**config.mk**
```make
export PLATFORM = sky130hd
export DESIGN_NAME = spike_rate_classifier
export DESIGN_NICKNAME = d
export VERILOG_FILES = /design/src/rtl/snn_pkg.sv /design/src/rtl/rise_detect.sv /design/src/rtl/spike_rate_classifier.sv
export SDC_FILE = /design/constraint.sdc
export NUM_CORES = 1
export LEC_CHECK = 0
export ABC_AREA = 1
export BUFFER_PORTS_ARGS = -buffer_cell sky130_fd_sc_hd__buf_2
export CAP_MARGIN = 15
export CORE_MARGIN = 3
export CORE_UTILIZATION = 35
export CTS_CLUSTER_DIAMETER = 200
export DETAILED_ROUTE_END_ITERATION = 8
export MAX_ROUTING_LAYER = met4
export PLACE_DENSITY = 0.49
export SYNTH_ARGS = -nofsm -noshare
export SYNTH_HDL_FRONTEND = slang
export SYNTH_HIERARCHICAL = 1
export SYNTH_SLANG_ARGS = --single-unit
export TNS_END_PERCENT = 5
```
**constraint.sdc**
```tcl
create_clock -name system_clock -period 2.3 [get_ports system_clock]
set_clock_uncertainty 0.2 [all_clocks]
set_input_delay 0.23 -clock system_clock [delete_from_list [all_inputs] [get_ports system_clock]]
set_output_delay 0.23 -clock system_clock [all_outputs]
set_load 0.05 [all_outputs]
```
**src/rtl/snn_pkg.sv**
```systemverilog
// Shared types for the SNN output-layer blocks: classifier FSM states and
// winner codes reported to the host.
package snn_pkg;

  typedef enum logic [1:0] {
    ST_IDLE  = 2'b00,
    ST_COUNT = 2'b01,
    ST_DONE  = 2'b10
  } state_t;

  typedef enum logic [1:0] {
    WIN_NONE = 2'b00,
    WIN_N0   = 2'b01,
    WIN_N1   = 2'b10
  } winner_t;

endpackage

```
**src/rtl/rise_detect.sv**
```systemverilog
// Rising-edge detector: registers the input once and pulses for one cycle
// while the live input is high and the registered copy is still low.
module rise_detect (
  input  logic clk,
  input  logic rst,
  input  logic d,
  output logic pulse
);

  logic d_d, d_q;

  always_comb d_d = d;

  // NOTE: sequential state uses non-blocking assignments so every flop samples pre-edge values.
  always_ff @(posedge clk or posedge rst) begin
    if (rst) d_q <= 1'b0;
    else     d_q <= d_d;
  end

  assign pulse = d & ~d_q;

endmodule

```
**src/rtl/spike_rate_classifier.sv**
```systemverilog
// Counts output-layer spikes per neuron over a window of network time steps
// and reports both counts plus the more active neuron.
module spike_rate_classifier #(
  parameter int CNT_BITS = 8
) (
  input  logic                system_clock,
  input  logic                reset,
  input  logic                enable,
  input  logic                delay_clk,
  input  logic [1:0]          output_spikes,
  input  logic [7:0]          window_len,
  output logic [CNT_BITS-1:0] count0,
  output logic [CNT_BITS-1:0] count1,
  output logic [1:0]          winner,
  output logic                result_valid,
  output logic                busy
);
  import snn_pkg::*;

  localparam logic [CNT_BITS-1:0] CNT_MAX = '1;

  logic start, tick;

  rise_detect u_enable_rise (
    .clk   (system_clock),
    .rst   (reset),
    .d     (enable),
    .pulse (start)
  );

  rise_detect u_dclk_rise (
    .clk   (system_clock),
    .rst   (reset),
    .d     (delay_clk),
    .pulse (tick)
  );

  state_t                state_d, state_q;
  logic [7:0]            len_d, len_q;
  logic [7:0]            step_d, step_q;
  logic [CNT_BITS-1:0]   acc0_d, acc0_q;
  logic [CNT_BITS-1:0]   acc1_d, acc1_q;
  logic [CNT_BITS-1:0]   count0_d, count0_q;
  logic [CNT_BITS-1:0]   count1_d, count1_q;
  winner_t               winner_d, winner_q;
  logic                  valid_d, valid_q;
  logic                  busy_d, busy_q;

  // NOTE: every variable gets a default before the case so no path infers a latch.
  always_comb begin
    state_d  = state_q;
    len_d    = len_q;
    step_d   = step_q;
    acc0_d   = acc0_q;
    acc1_d   = acc1_q;
    count0_d = count0_q;
    count1_d = count1_q;
    winner_d = winner_q;
    valid_d  = 1'b0;

    case (state_q)
      ST_IDLE: begin
        if (start && window_len != 8'd0) begin
          state_d = ST_COUNT;
          len_d   = window_len;
          step_d  = 8'd0;
          acc0_d  = '0;
          acc1_d  = '0;
        end
      end

      ST_COUNT: begin
        if (start) begin
          // A restart discards the concurrent tick; a zero-length restart
          // abandons the window just as a zero-length start is ignored.
          state_d = (window_len != 8'd0) ? ST_COUNT : ST_IDLE;
          len_d   = window_len;
          step_d  = 8'd0;
          acc0_d  = '0;
          acc1_d  = '0;
        end else if (tick) begin
          if (output_spikes[0] && acc0_q != CNT_MAX) acc0_d = acc0_q + 1'b1;
          if (output_spikes[1] && acc1_q != CNT_MAX) acc1_d = acc1_q + 1'b1;
          step_d = step_q + 8'd1;
          if (step_d == len_q) state_d = ST_DONE;
        end
      end

      ST_DONE: begin
        state_d  = ST_IDLE;
        count0_d = acc0_q;
        count1_d = acc1_q;
        valid_d  = 1'b1;
        if (acc0_q > acc1_q)      winner_d = WIN_N0;
        else if (acc1_q > acc0_q) winner_d = WIN_N1;
        else                      winner_d = WIN_NONE;
      end

      default: state_d = ST_IDLE;
    endcase

    busy_d = (state_d != ST_IDLE);
  end

  always_ff @(posedge system_clock or posedge reset) begin
    if (reset) begin
      state_q  <= ST_IDLE;
      len_q    <= 8'd0;
      step_q   <= 8'd0;
      acc0_q   <= '0;
      acc1_q   <= '0;
      count0_q <= '0;
      count1_q <= '0;
      winner_q <= WIN_NONE;
      valid_q  <= 1'b0;
      busy_q   <= 1'b0;
    end else begin
      state_q  <= state_d;
      len_q    <= len_d;
      step_q   <= step_d;
      acc0_q   <= acc0_d;
      acc1_q   <= acc1_d;
      count0_q <= count0_d;
      count1_q <= count1_d;
      winner_q <= winner_d;
      valid_q  <= valid_d;
      busy_q   <= busy_d;
    end
  end

  assign count0       = count0_q;
  assign count1       = count1_q;
  assign winner       = winner_q;
  assign result_valid = valid_q;
  assign busy         = busy_q;

endmodule

```
==> out/summary.txt, run 1 <==
Run status -> finished, final reports clean
Detailed Place HPWL -> 5.19 mm
Maximum number of pins on one net before global-route repair -> 38
Required @ worst endpoint -> 2.31 ns
Post-synth top area share -> 0.456
Most area-hungry cell type in the Yosys netlist -> sky130_fd_sc_hd__dfrtp_1
Max Fclk -> 502 MHz
Setup violation total in the final timing report -> 0
Cell leakage power -> 1.83 nW
I/O Buffers -> 33
RSZ-0062 raised after global routing -> false
Fraction of final layout cells with drive strength greater than 1 -> 0.155
Worst reg-to-reg path cell count -> 9
DRC viols -> 0
Mean post-synth cell area -> 7.82 sq um
Post-route core utilization -> 0.426
Initial antenna violation count -> 0
Detailed-routing iteration count for the pre-antenna-repair pass -> 4
Via count -> 2,626
Floorplan core area -> 8380 sq um
Number of instances in the placed design -> 526
Total congestion overflow -> 0
Filler Cells Inserted -> 857
Wire length of the first global-routing pass -> 12.1 mm
CTS Buf Count -> 5
Maxcap violations -> 0
Summed instance area of the synthesized netlist -> 3070 sq um
Per-cell via count in the routed design -> 4.82
Initial Util -> 0.367
Transition time at the pin with the least slew margin -> 0.425 ns
Total count of max-transition violations in the final report -> 0
Buffer count from post-CTS setup fixing -> 0
Slowest-stage cell, CP -> sky130_fd_sc_hd__dlygate4sd3_1
Area taken by multi-input logic gates -> 1410 sq um
Hold WS -> 0.0951 ns
Final hold violation count -> 0
Io pins -> 34
Level count of the clock H-tree -> 2
Clock tree from TritonCTS -> built
Area added between synthesis and finish -> 16.1%
Final period util -> 0.866
Number of antenna repair diodes -> 0
Clock Path Buffers -> 2
Number of distinct library cells after synthesis -> 32
Chain of cells forming the critical path -> dlygate4sd3_1, buf_2, inv_1, nand4_1, nor2_1, nand2_1, nand2_8, nand2_4, nand2_8, nand2_4, nand2_1, nand2_1
Count of standard-cell rows -> 33
Worst hold-check path type -> primary input to asynchronous set/reset pin
WL per Instance -> 12.7 um
Headroom to the max-slew limit -> 0.716
Reg-to-reg endpoint -> acc0_q[6]
Global-route usage over all layers -> 0.154
Total Power Consumption -> 1.99 mW
Clock sink count -> 56
Crit path DAT -> 2.00 ns
Peak fanout along the critical path -> 28
Number of design-rule violations left by the first detailed-router iteration -> 155
Chip height -> 99.7 um
Setup slack on the worst flop-to-flop path -> 0.36 ns
Final weighted congestion in routability-driven placement -> 0.870
Number of nets with antenna violations after detailed routing -> 0
Most frequent cell on the critical path -> sky130_fd_sc_hd__nand2_1
Number of global-route vias before repair -> 2,592
Yosys warning total -> 6
Insertion delay to the later sink of the worst-skew pair -> 0.31 ns
Net Count, Synth -> 418
Cell count after synthesis -> 393
Most area-consuming cells after synthesis -> sky130_fd_sc_hd__dfrtp_1 (46%), sky130_fd_sc_hd__nand2_1 (13%), sky130_fd_sc_hd__nand3_1 (7.2%), sky130_fd_sc_hd__inv_1 (6.6%), sky130_fd_sc_hd__o21ai_0 (5.4%)
Crit path largest cell delay -> 0.54 ns
Fin cells -> 545
Power per standard cell area -> 559 nW/um^2
Minimum clock period after layout -> 1.99 ns
Final routed wirelength across all metal layers -> 6.95 mm
Total Neg Setup Slack -> 0 ns
Maximum vdd drop -> 0.251 mV
Final nets -> 464
Overall die width -> 99.7 um
Register area -> 1400 sq um
CTS Root Cell -> sky130_fd_sc_hd__clkbuf_8
Capture point of the critical path -> acc0_q[6]
Synth Register Bits -> 56
Start-to-end type of the worst setup path -> primary input to flip-flop
Die Area -> 9940 sq um
Crit. End Element -> flip-flop
Reg-to-Reg Start -> acc0_q[0]
Kind of launch point of the worst setup path -> primary input
Seq/Total Area, Yosys -> 0.456
Startpoint of the most critical setup path -> window_len[4]
Clock transition time at the flip-flop clock pins of the worst setup and hold paths -> 0.10 ns
metal layers:
layer / part of all wire / vias up / GRT usage / wire length, um
met5: 0 / - / - / 0
met4: 0.013 / 0 / 0.0389 / 88
met3: 0.036 / 9 / 0.0245 / 251
met2: 0.44 / 51 / 0.233 / 3060
met1: 0.51 / 1207 / 0.215 / 3540
li1: - / 1359 / - / -
through the flow:
step	worst slack, ns	cell area, sq um
2_1_floorplan	0.555	3070
3_3_place_gp	0.386	3370
3_5_place_dp	0.378	3370
4_1_cts	0.283	3570
5_1_grt	0.125	3570
6_report	0.308	3570
worst max-delay path, delay by kind of cell:
| family | cells | cell delay [ns] |
|---|---|---|
| buffers and inverters | 3 | 0.72 |
| AND/OR/NAND/NOR | 9 | 1.07 |
synthesized netlist by cell type (all sizes together):
cell type and instances:
o21bai 1, a21oi 3, o21a 1, nor4 3
a31oi 1, o21ai 38, nand4 8, nor3 5
nand3 46, xnor2 1, o22ai 3, nand2 114
dfrtp 56, or2 1, buf 5, ha 11
inv 58, o211ai 1, nor2 30, clkbuf 4
xor2 3
registers in the layout, indices dropped and copies added, names as in the netlist:
name / cells
acc0_q: 8
acc1_q: 8
busy: 1
count0: 8
count1: 8
len_q: 8
result_valid: 1
state_q: 2
step_q: 8
u_dclk_rise/d_q: 1
u_enable_rise/d_q: 1
winner: 2
power by group:
group | total (mW) | internal, mW | switching, mW
Combinational | 0.341 | 0.123 | 0.218
Sequential | 1.08 | 1.03 | 0.0476
Clock | 0.572 | 0.242 | 0.330
final cells by class:
class / count / share of cell area
clock buffers: 6 / 0.0231
flip-flops and latches: 56 / 0.393
multi-input cells: 270 / 0.395
clock inverters: 2 / 0.00280
inverters: 58 / 0.0610
well taps: 105 / 0.0368
repair buffers: 48 / 0.0890
worst min-delay path by stage:
stage	endpoint	startpoint	cells after the start	slack [ns]
finish	u_dclk_rise/d_q	reset	3	0.1
global route	u_enable_rise/d_q	reset	3	0.11
CTS	u_enable_rise/d_q	reset	3	0.09
detailed placement	u_enable_rise/d_q	reset	2	-0.11
global placement	u_enable_rise/d_q	reset	2	-0.11
floorplan	u_dclk_rise/d_q	reset	1	-0.24
cells in the final DEF, fill, tap and decap left out:
cell	instances
sky130_fd_sc_hd__or2_2	1
sky130_fd_sc_hd__buf_2	33
sky130_fd_sc_hd__o22ai_1	3
sky130_fd_sc_hd__o21ai_0	33
sky130_fd_sc_hd__xor2_1	3
sky130_fd_sc_hd__nand3_1	44
sky130_fd_sc_hd__nor3_1	4
sky130_fd_sc_hd__inv_1	53
sky130_fd_sc_hd__inv_2	5
sky130_fd_sc_hd__xnor2_1	1
sky130_fd_sc_hd__o21bai_1	1
sky130_fd_sc_hd__nand2_2	1
sky130_fd_sc_hd__dlygate4sd3_1	11
sky130_fd_sc_hd__clkbuf_8	6
sky130_fd_sc_hd__o21a_4	1
sky130_fd_sc_hd__clkinv_2	2
sky130_fd_sc_hd__nand3_2	2
sky130_fd_sc_hd__a21oi_1	3
sky130_fd_sc_hd__nor4_1	3
sky130_fd_sc_hd__nor2_4	4
sky130_fd_sc_hd__ha_1	11
sky130_fd_sc_hd__nand4_1	8
sky130_fd_sc_hd__buf_4	3
sky130_fd_sc_hd__nand2_4	2
sky130_fd_sc_hd__a31oi_1	1
sky130_fd_sc_hd__nand2_8	2
sky130_fd_sc_hd__nor2_1	22
sky130_fd_sc_hd__buf_12	1
sky130_fd_sc_hd__o211ai_1	1
sky130_fd_sc_hd__nand2_1	109
sky130_fd_sc_hd__o21ai_1	5
sky130_fd_sc_hd__dfrtp_1	56
sky130_fd_sc_hd__nor3_2	1
sky130_fd_sc_hd__nor2_2	4
cells by family (layout without fill, tap and decap cells):
family	Yosys count	after routing	synth area share
simple gates	207	207	0.317
fa+ha+maj	11	11	0.0448
xor+xnor	4	4	0.0114
buf+inv	67	114	0.0859
flops	56	56	0.456
compound gates	48	48	0.0847
what timing repair did:
action                                 4_1_cts  5_1_grt
endpoints found under the hold margin       29        0
hold buffers                                11        0
gates resized for setup                      0        0
setup endpoints to repair                    0        0
Note: power is estimated with default switching activity, not from simulation.
==> run 2, diff against run 1 <==
--- a/config.mk
+++ b/config.mk
@@ -8,6 +8,7 @@
 export ABC_AREA = 1
 export BUFFER_PORTS_ARGS = -buffer_cell sky130_fd_sc_hd__buf_2
 export CAP_MARGIN = 15
+export CORE_ASPECT_RATIO = 1.2
 export CORE_MARGIN = 3
 export CORE_UTILIZATION = 35
 export CTS_CLUSTER_DIAMETER = 200
@@ -18,4 +19,3 @@
 export SYNTH_HDL_FRONTEND = slang
 export SYNTH_HIERARCHICAL = 1
 export SYNTH_SLANG_ARGS = --single-unit
-export TNS_END_PERCENT = 5
==> out/summary.txt, run 2 (synthesis results as in run 1) <==
Run status -> finished, final reports clean (unchanged)
Met2 routed wirelength -> 3.51 mm (was 3.06 mm)
Io pins -> 34 (unchanged)
Buffer count from post-CTS setup fixing -> 0 (unchanged)
Final nets -> 464 (unchanged)
Number of instances in the placed design -> 535 (was 526)
Kind of launch point of the worst setup path -> primary input (unchanged)
Peak fanout along the critical path -> 28 (unchanged)
Minimum clock period after layout -> 2.09 ns (was 1.99 ns)
Total Power Consumption -> 1.99 mW (about the same)
I/O Buffers -> 33 (unchanged)
Insertion delay to the later sink of the worst-skew pair -> 0.31 ns (about the same)
Cell leakage power -> 1.82 nW (was 1.83 nW)
Worst hold-check path type -> primary input to asynchronous set/reset pin (unchanged)
Chip height -> 109 um (was 99.7 um)
Top layer reached by signal wires -> met4 (unchanged)
Start-to-end type of the worst setup path -> primary input to flip-flop (unchanged)
Number of global-route vias before repair -> 2,496 (was 2,592)
Clock sink count -> 56 (unchanged)
Per-cell via count in the routed design -> 4.68 (was 4.82)
DRC viols -> 0 (unchanged)
Headroom to the max-slew limit -> 0.644 (was 0.716)
Length of routed met3 wiring -> 178 um (was 251 um)
Transition time at the pin with the least slew margin -> 0.534 ns (was 0.425 ns)
Top library cells by usage in the layout, fill and taps aside -> sky130_fd_sc_hd__nand2_1 (109), sky130_fd_sc_hd__dfrtp_1 (56), sky130_fd_sc_hd__inv_1 (53), sky130_fd_sc_hd__nand3_1 (44) (unchanged)
CTS Buf Count -> 5 (unchanged)
Number of nets with antenna violations after detailed routing -> 0 (unchanged)
Crit path DAT -> 2.11 ns (was 2.00 ns)
Required @ worst endpoint -> 2.32 ns (was 2.31 ns)
Die Area -> 9950 sq um (was 9940 sq um)
Global-route usage over all layers -> 0.151 (was 0.154)
Maximum number of pins on one net before global-route repair -> 32 (was 38)
WL per Instance -> 12.3 um (was 12.7 um)
Total Neg Setup Slack -> 0 ns (unchanged)
Power per standard cell area -> 557 nW/um^2 (was 559 nW/um^2)
Final routed wirelength across all metal layers -> 6.82 mm (was 6.95 mm)
Final period util -> 0.909 (was 0.866)
Initial Util -> 0.369 (was 0.367)
Final hold violation count -> 0 (unchanged)
Clock tree from TritonCTS -> built (unchanged)
Detailed-route wire length on metal 1 -> 3.03 mm (was 3.54 mm)
Via count -> 2,595 (was 2,626)
Level count of the clock H-tree -> 2 (unchanged)
Floorplan core area -> 8330 sq um (was 8380 sq um)
Detailed Place HPWL -> 5.10 mm (was 5.19 mm)
Max Fclk -> 478 MHz (was 502 MHz)
Final weighted congestion in routability-driven placement -> 0.792 (was 0.870)
Clock Path Buffers -> 2 (unchanged)
Wire length of the first global-routing pass -> 11.9 mm (was 12.1 mm)
Overall die width -> 91.6 um (was 99.7 um)
RSZ-0062 raised after global routing -> false (unchanged)
Number of design-rule violations left by the first detailed-router iteration -> 124 (was 155)
Area added between synthesis and finish -> 16.5% (was 16.1%)
Hold WS -> 0.112 ns (was 0.0951 ns)
Fraction of final layout cells with drive strength greater than 1 -> 0.155 (unchanged)
Setup violation total in the final timing report -> 0 (unchanged)
Maximum vdd drop -> 0.261 mV (was 0.251 mV)
Crit. End Element -> flip-flop (unchanged)
Clock transition time at the flip-flop clock pins of the worst setup and hold paths -> 0.11 ns (was 0.10 ns)
Number of antenna repair diodes -> 0 (unchanged)
Total congestion overflow -> 0 (unchanged)
Maxcap violations -> 0 (unchanged)
Count of standard-cell rows -> 36 (was 33)
Detailed-routing iteration count for the pre-antenna-repair pass -> 4 (unchanged)
Total count of max-transition violations in the final report -> 0 (unchanged)
Most common cell after layout, fill and taps aside -> sky130_fd_sc_hd__nand2_1 (unchanged)
Initial antenna violation count -> 0 (unchanged)
CTS Root Cell -> sky130_fd_sc_hd__clkbuf_8 (unchanged)
Fin cells -> 554 (was 545)
run 2: cell count changes in the layout (fill, tap and decap cells not counted):
cell                         delta
sky130_fd_sc_hd__clkinv_2       -2
sky130_fd_sc_hd__inv_6          +2
sky130_fd_sc_hd__clkbuf_8       -1
sky130_fd_sc_hd__clkinvlp_4     +1
run 2: per-layer routing:
layer  vias to the layer above  global-route usage
met5                         -                   -
met4                         0              0.0485
met3                         7              0.0186
met2                        40               0.264
met1                      1190               0.181
li1                       1358                   -
run 2: final cells by class:
type | instances | area [sq um]
timing repair buffer | 48 | 318
clock buffer | 5 | 68.8
multi-input combinational | 270 | 1410
sequential | 56 | 1400
inverter | 58 | 218
fill | 858 | 4750
tap | 114 | 143
clock inverter | 3 | 25.0
run 2: critical path: stages:
cell and delay [ns]:
sky130_fd_sc_hd__dlygate4sd3_1 0.54, sky130_fd_sc_hd__buf_2 0.12, sky130_fd_sc_hd__inv_1 0.07, sky130_fd_sc_hd__nand4_1 0.14, sky130_fd_sc_hd__nor2_1 0.13, sky130_fd_sc_hd__nand2_1 0.13, sky130_fd_sc_hd__nand2_8 0.20, sky130_fd_sc_hd__o21ai_1 0.21
sky130_fd_sc_hd__buf_4 0.21, sky130_fd_sc_hd__nand3_1 0.06, sky130_fd_sc_hd__o21ai_1 0.06
run 2: worst paths after layout:
path                                        from         endpoint  slack (ns)  cells past startpoint
max in group asynchronous                  reset         len_q[6]        1.01                      4
worst min register to register         count0[0]        count0[0]        0.28                      2
worst max register to register         acc0_q[0]        acc0_q[6]        0.38                      9
min in group system_clock       output_spikes[0]        acc0_q[1]        0.12                      4
worst min-delay path                       reset  u_dclk_rise/d_q        0.11                      3
worst max-delay path               window_len[3]        acc1_q[6]        0.21                     11
run 2: what timing repair did:
item                      CTS  global route
resized for setup           0             0
hold endpoints to repair   36             0
hold buffers               11             0
run 2: where the power goes:
group	leakage, nW	internal [mW]	switching (mW)
Combinational	1.02	0.123	0.217
Sequential	0.756	1.03	0.0462
Clock	0.0452	0.223	0.352
Total	1.82	1.38	0.615
run 2: stage by stage:
| stage | worst slack [ns] | utilization | instance area (sq um) |
|---|---|---|---|
| after global routing | 0.0177 | 0.430 | 3580 |
| after detailed placement | 0.384 | 0.405 | 3380 |
| after CTS | 0.221 | 0.430 | 3580 |
| after global placement | 0.378 | 0.405 | 3380 |
| final | 0.210 | 0.430 | 3580 |
| after floorplan | 0.555 | - | 3070 |
==> run 3, diff against run 2 <==
--- a/config.mk
+++ b/config.mk
@@ -10,11 +10,11 @@
 export CAP_MARGIN = 15
 export CORE_ASPECT_RATIO = 1.2
 export CORE_MARGIN = 3
-export CORE_UTILIZATION = 35
+export CORE_UTILIZATION = 56
 export CTS_CLUSTER_DIAMETER = 200
 export DETAILED_ROUTE_END_ITERATION = 8
 export MAX_ROUTING_LAYER = met4
-export PLACE_DENSITY = 0.49
+export PLACE_DENSITY = 0.74
 export SYNTH_ARGS = -nofsm -noshare
 export SYNTH_HDL_FRONTEND = slang
 export SYNTH_HIERARCHICAL = 1
==> out/summary.txt, run 3 (synthesis results as in run 1) <==
Level count of the clock H-tree -> 2 (unchanged)
Worst reg-to-reg path cell count -> 9 (unchanged)
Detailed Place HPWL -> 4.79 mm (was 5.10 mm)
Number of design-rule violations left by the first detailed-router iteration -> 180 (was 124)
CTS Root Cell -> sky130_fd_sc_hd__clkbuf_8 (unchanged)
Chain of cells forming the critical path -> dlygate4sd3_1, buf_2, inv_1, nand4_1, nor2_1, nand2_1, nand2_8, nand2_4, nand2_8, nand2_4, nand2_1, nand2_1 (was dlygate4sd3_1, buf_2, inv_1, nand4_1, nor2_1, nand2_1, nand2_8, o21ai_1, buf_4, nand3_1, o21ai_1)
Per-cell via count in the routed design -> 5.36 (was 4.68)
Final hold violation count -> 1 (was 0)
Minimum clock period after layout -> 2.05 ns (was 2.09 ns)
Total congestion overflow -> 0 (unchanged)
RSZ-0062 raised after global routing -> false (unchanged)
Io pins -> 34 (unchanged)
Setup violation total in the final timing report -> 0 (unchanged)
Post-route core utilization -> 0.685 (was 0.430)
Most frequent cell on the critical path -> sky130_fd_sc_hd__nand2_1 (was sky130_fd_sc_hd__o21ai_1)
Initial antenna violation count -> 0 (unchanged)
Crit path largest cell delay -> 0.53 ns (was 0.54 ns)
Reg-to-Reg Start -> acc0_q[0] (unchanged)
Top library cells by usage in the layout, fill and taps aside -> sky130_fd_sc_hd__nand2_1 (109), sky130_fd_sc_hd__dfrtp_1 (56), sky130_fd_sc_hd__inv_1 (53), sky130_fd_sc_hd__nand3_1 (44) (unchanged)
Total count of max-transition violations in the final report -> 0 (unchanged)
Detailed-routing iteration count for the pre-antenna-repair pass -> 5 (was 4)
Hold Startpoint -> window_len[7]
Wire length of the first global-routing pass -> 11.0 mm (was 11.9 mm)
Floorplan core area -> 5110 sq um (was 8330 sq um)
Via count -> 2,670 (was 2,595)
Clock transition time at the flip-flop clock pins of the worst setup and hold paths -> 0.10 ns (was 0.11 ns)
Initial Util -> 0.601 (was 0.369)
Area added between synthesis and finish -> 14.0% (was 16.5%)
Fraction of final layout cells with drive strength greater than 1 -> 0.160 (was 0.155)
Number of antenna repair diodes -> 0 (unchanged)
Number of instances in the placed design -> 482 (was 535)
Final period util -> 0.893 (was 0.909)
Insertion delay to the later sink of the worst-skew pair -> 0.31 ns (about the same)
Run status -> finished, violations left (was finished, final reports clean)
Clock sink count -> 56 (unchanged)
Clock Path Buffers -> 2 (unchanged)
Overall die width -> 73.6 um (was 91.6 um)
Met2 track demand over resource in global routing -> 0.395 (was 0.264)
Maximum vdd drop -> 0.340 mV (was 0.261 mV)
Fin cells -> 498 (was 554)
Slowest-stage cell, CP -> sky130_fd_sc_hd__dlygate4sd3_1 (unchanged)
Max Fclk -> 487 MHz (was 478 MHz)
Transition time at the pin with the least slew margin -> 0.671 ns (was 0.534 ns)
Die Area -> 6420 sq um (was 9950 sq um)
Maximum number of pins on one net before global-route repair -> 55 (was 32)
Maxcap violations -> 0 (unchanged)
WHS Path Cells -> 3
DRC viols -> 0 (unchanged)
WL per Instance -> 13.0 um (was 12.3 um)
Cell leakage power -> 1.82 nW (about the same)
Most common cell after layout, fill and taps aside -> sky130_fd_sc_hd__nand2_1 (unchanged)
Final weighted congestion in routability-driven placement -> 0.885 (was 0.792)
Violated checks -> hold timing
Total Neg Setup Slack -> 0 ns (unchanged)
Kind of launch point of the worst setup path -> primary input (unchanged)
Number of global-route vias before repair -> 2,492 (was 2,496)
Chip height -> 87.2 um (was 109 um)
Met1 Resource Use GR -> 0.259 (was 0.181)
Clock tree from TritonCTS -> built (unchanged)
Headroom to the max-slew limit -> 0.553 (was 0.644)
Sink of the worst hold path -> len_q[7]
Number of nets with antenna violations after detailed routing -> 0 (unchanged)
Required @ worst endpoint -> 2.31 ns (was 2.32 ns)
Start-to-end type of the worst setup path -> primary input to flip-flop (unchanged)
Setup slack on the worst flop-to-flop path -> 0.36 ns (was 0.38 ns)
Count of standard-cell rows -> 28 (was 36)
Crit path DAT -> 2.06 ns (was 2.11 ns)
Crit. End Element -> flip-flop (unchanged)
Peak fanout along the critical path -> 28 (unchanged)
CTS Buf Count -> 5 (unchanged)
Worst hold-check path type -> primary input to flip-flop (was primary input to asynchronous set/reset pin)
Power per standard cell area -> 592 nW/um^2 (was 557 nW/um^2)
Final routed wirelength across all metal layers -> 6.48 mm (was 6.82 mm)
Final nets -> 462 (was 464)
Most Used Layer, Global Route -> met2 (unchanged)
I/O Buffers -> 33 (unchanged)
Buffer count from post-CTS setup fixing -> 0 (unchanged)
Met3 GRT Util -> 0.0323 (was 0.0186)
Global-route usage over all layers -> 0.225 (was 0.151)
Reg-to-reg endpoint -> acc0_q[2] (was acc0_q[6])
Hold WS -> -0.00769 ns (was 0.112 ns)
==> run 3: changes by cell type in the layout (fill, tap and decap cells not counted), moves of 2 or more <==
cell                            delta
sky130_fd_sc_hd__buf_4             +2
sky130_fd_sc_hd__clkinv_4          +2
sky130_fd_sc_hd__dlygate4sd3_1     -3
sky130_fd_sc_hd__inv_6             -2
==> run 3: critical path: cells and delay by family <==
family	cells	cell delay, ns
buffers and inverters	3	0.71
and+or+nand+nor	9	1.12
==> run 3: routing by layer <==
layer,vias to the layer above,share of wire
met2,71,0.51
met3,14,0.039
li1,1350,-
met1,1235,0.43
met5,-,0
met4,0,0.021
==> run 3: stage by stage <==
stage          total power [mW]  setup WS (ns)  area, sq um  hold WS [ns]
2_1_floorplan              1.34          0.555         3070        -0.241
3_3_place_gp               1.43          0.286         3310        -0.108
3_5_place_dp               1.43          0.250         3310        -0.101
4_1_cts                    2.10          0.118         3500       0.00112
5_1_grt                    2.18          0.105         3510       0.00881
6_report                   2.08          0.245         3510      -0.00769
==> run 3: power breakdown <==
group          internal, mW  total, mW  switching (mW)
logic                 0.119      0.340           0.222
clock network         0.328      0.655           0.327
registers              1.03       1.08          0.0476
==> run 3: worst max path at each step <==
| stage | start | endpoint | slack, ns | depth (start not counted) |
|---|---|---|---|---|
| detailed placement | acc1_q[1] | acc1_q[5] | 0.25 | 7 |
| global route | window_len[6] | acc1_q[7] | 0.10 | 11 |
| global placement | acc1_q[1] | acc1_q[5] | 0.29 | 7 |
| CTS | enable | acc1_q[5] | 0.12 | 11 |
| finish | window_len[6] | acc0_q[2] | 0.25 | 12 |
| floorplan | reset | acc0_q[0] | 0.56 | 1 |
==> run 3: cell type report <==
cell class,count,area (sq um)
repair buffers,46,283
clock inverters,3,47.5
inverters,58,218
well taps,60,75.1
flip-flops and latches,56,1400
fillers,438,1610
clock buffers,5,68.8
multi-input cells,270,1410
==> run 3: repair_timing <==
| action | CTS | global route |
|---|---|---|
| resized for setup | 0 | 1 |
| hold endpoints to repair | 63 | 0 |
| hold buffers | 8 | 0 |
| setup endpoints to repair | 0 | 5 |
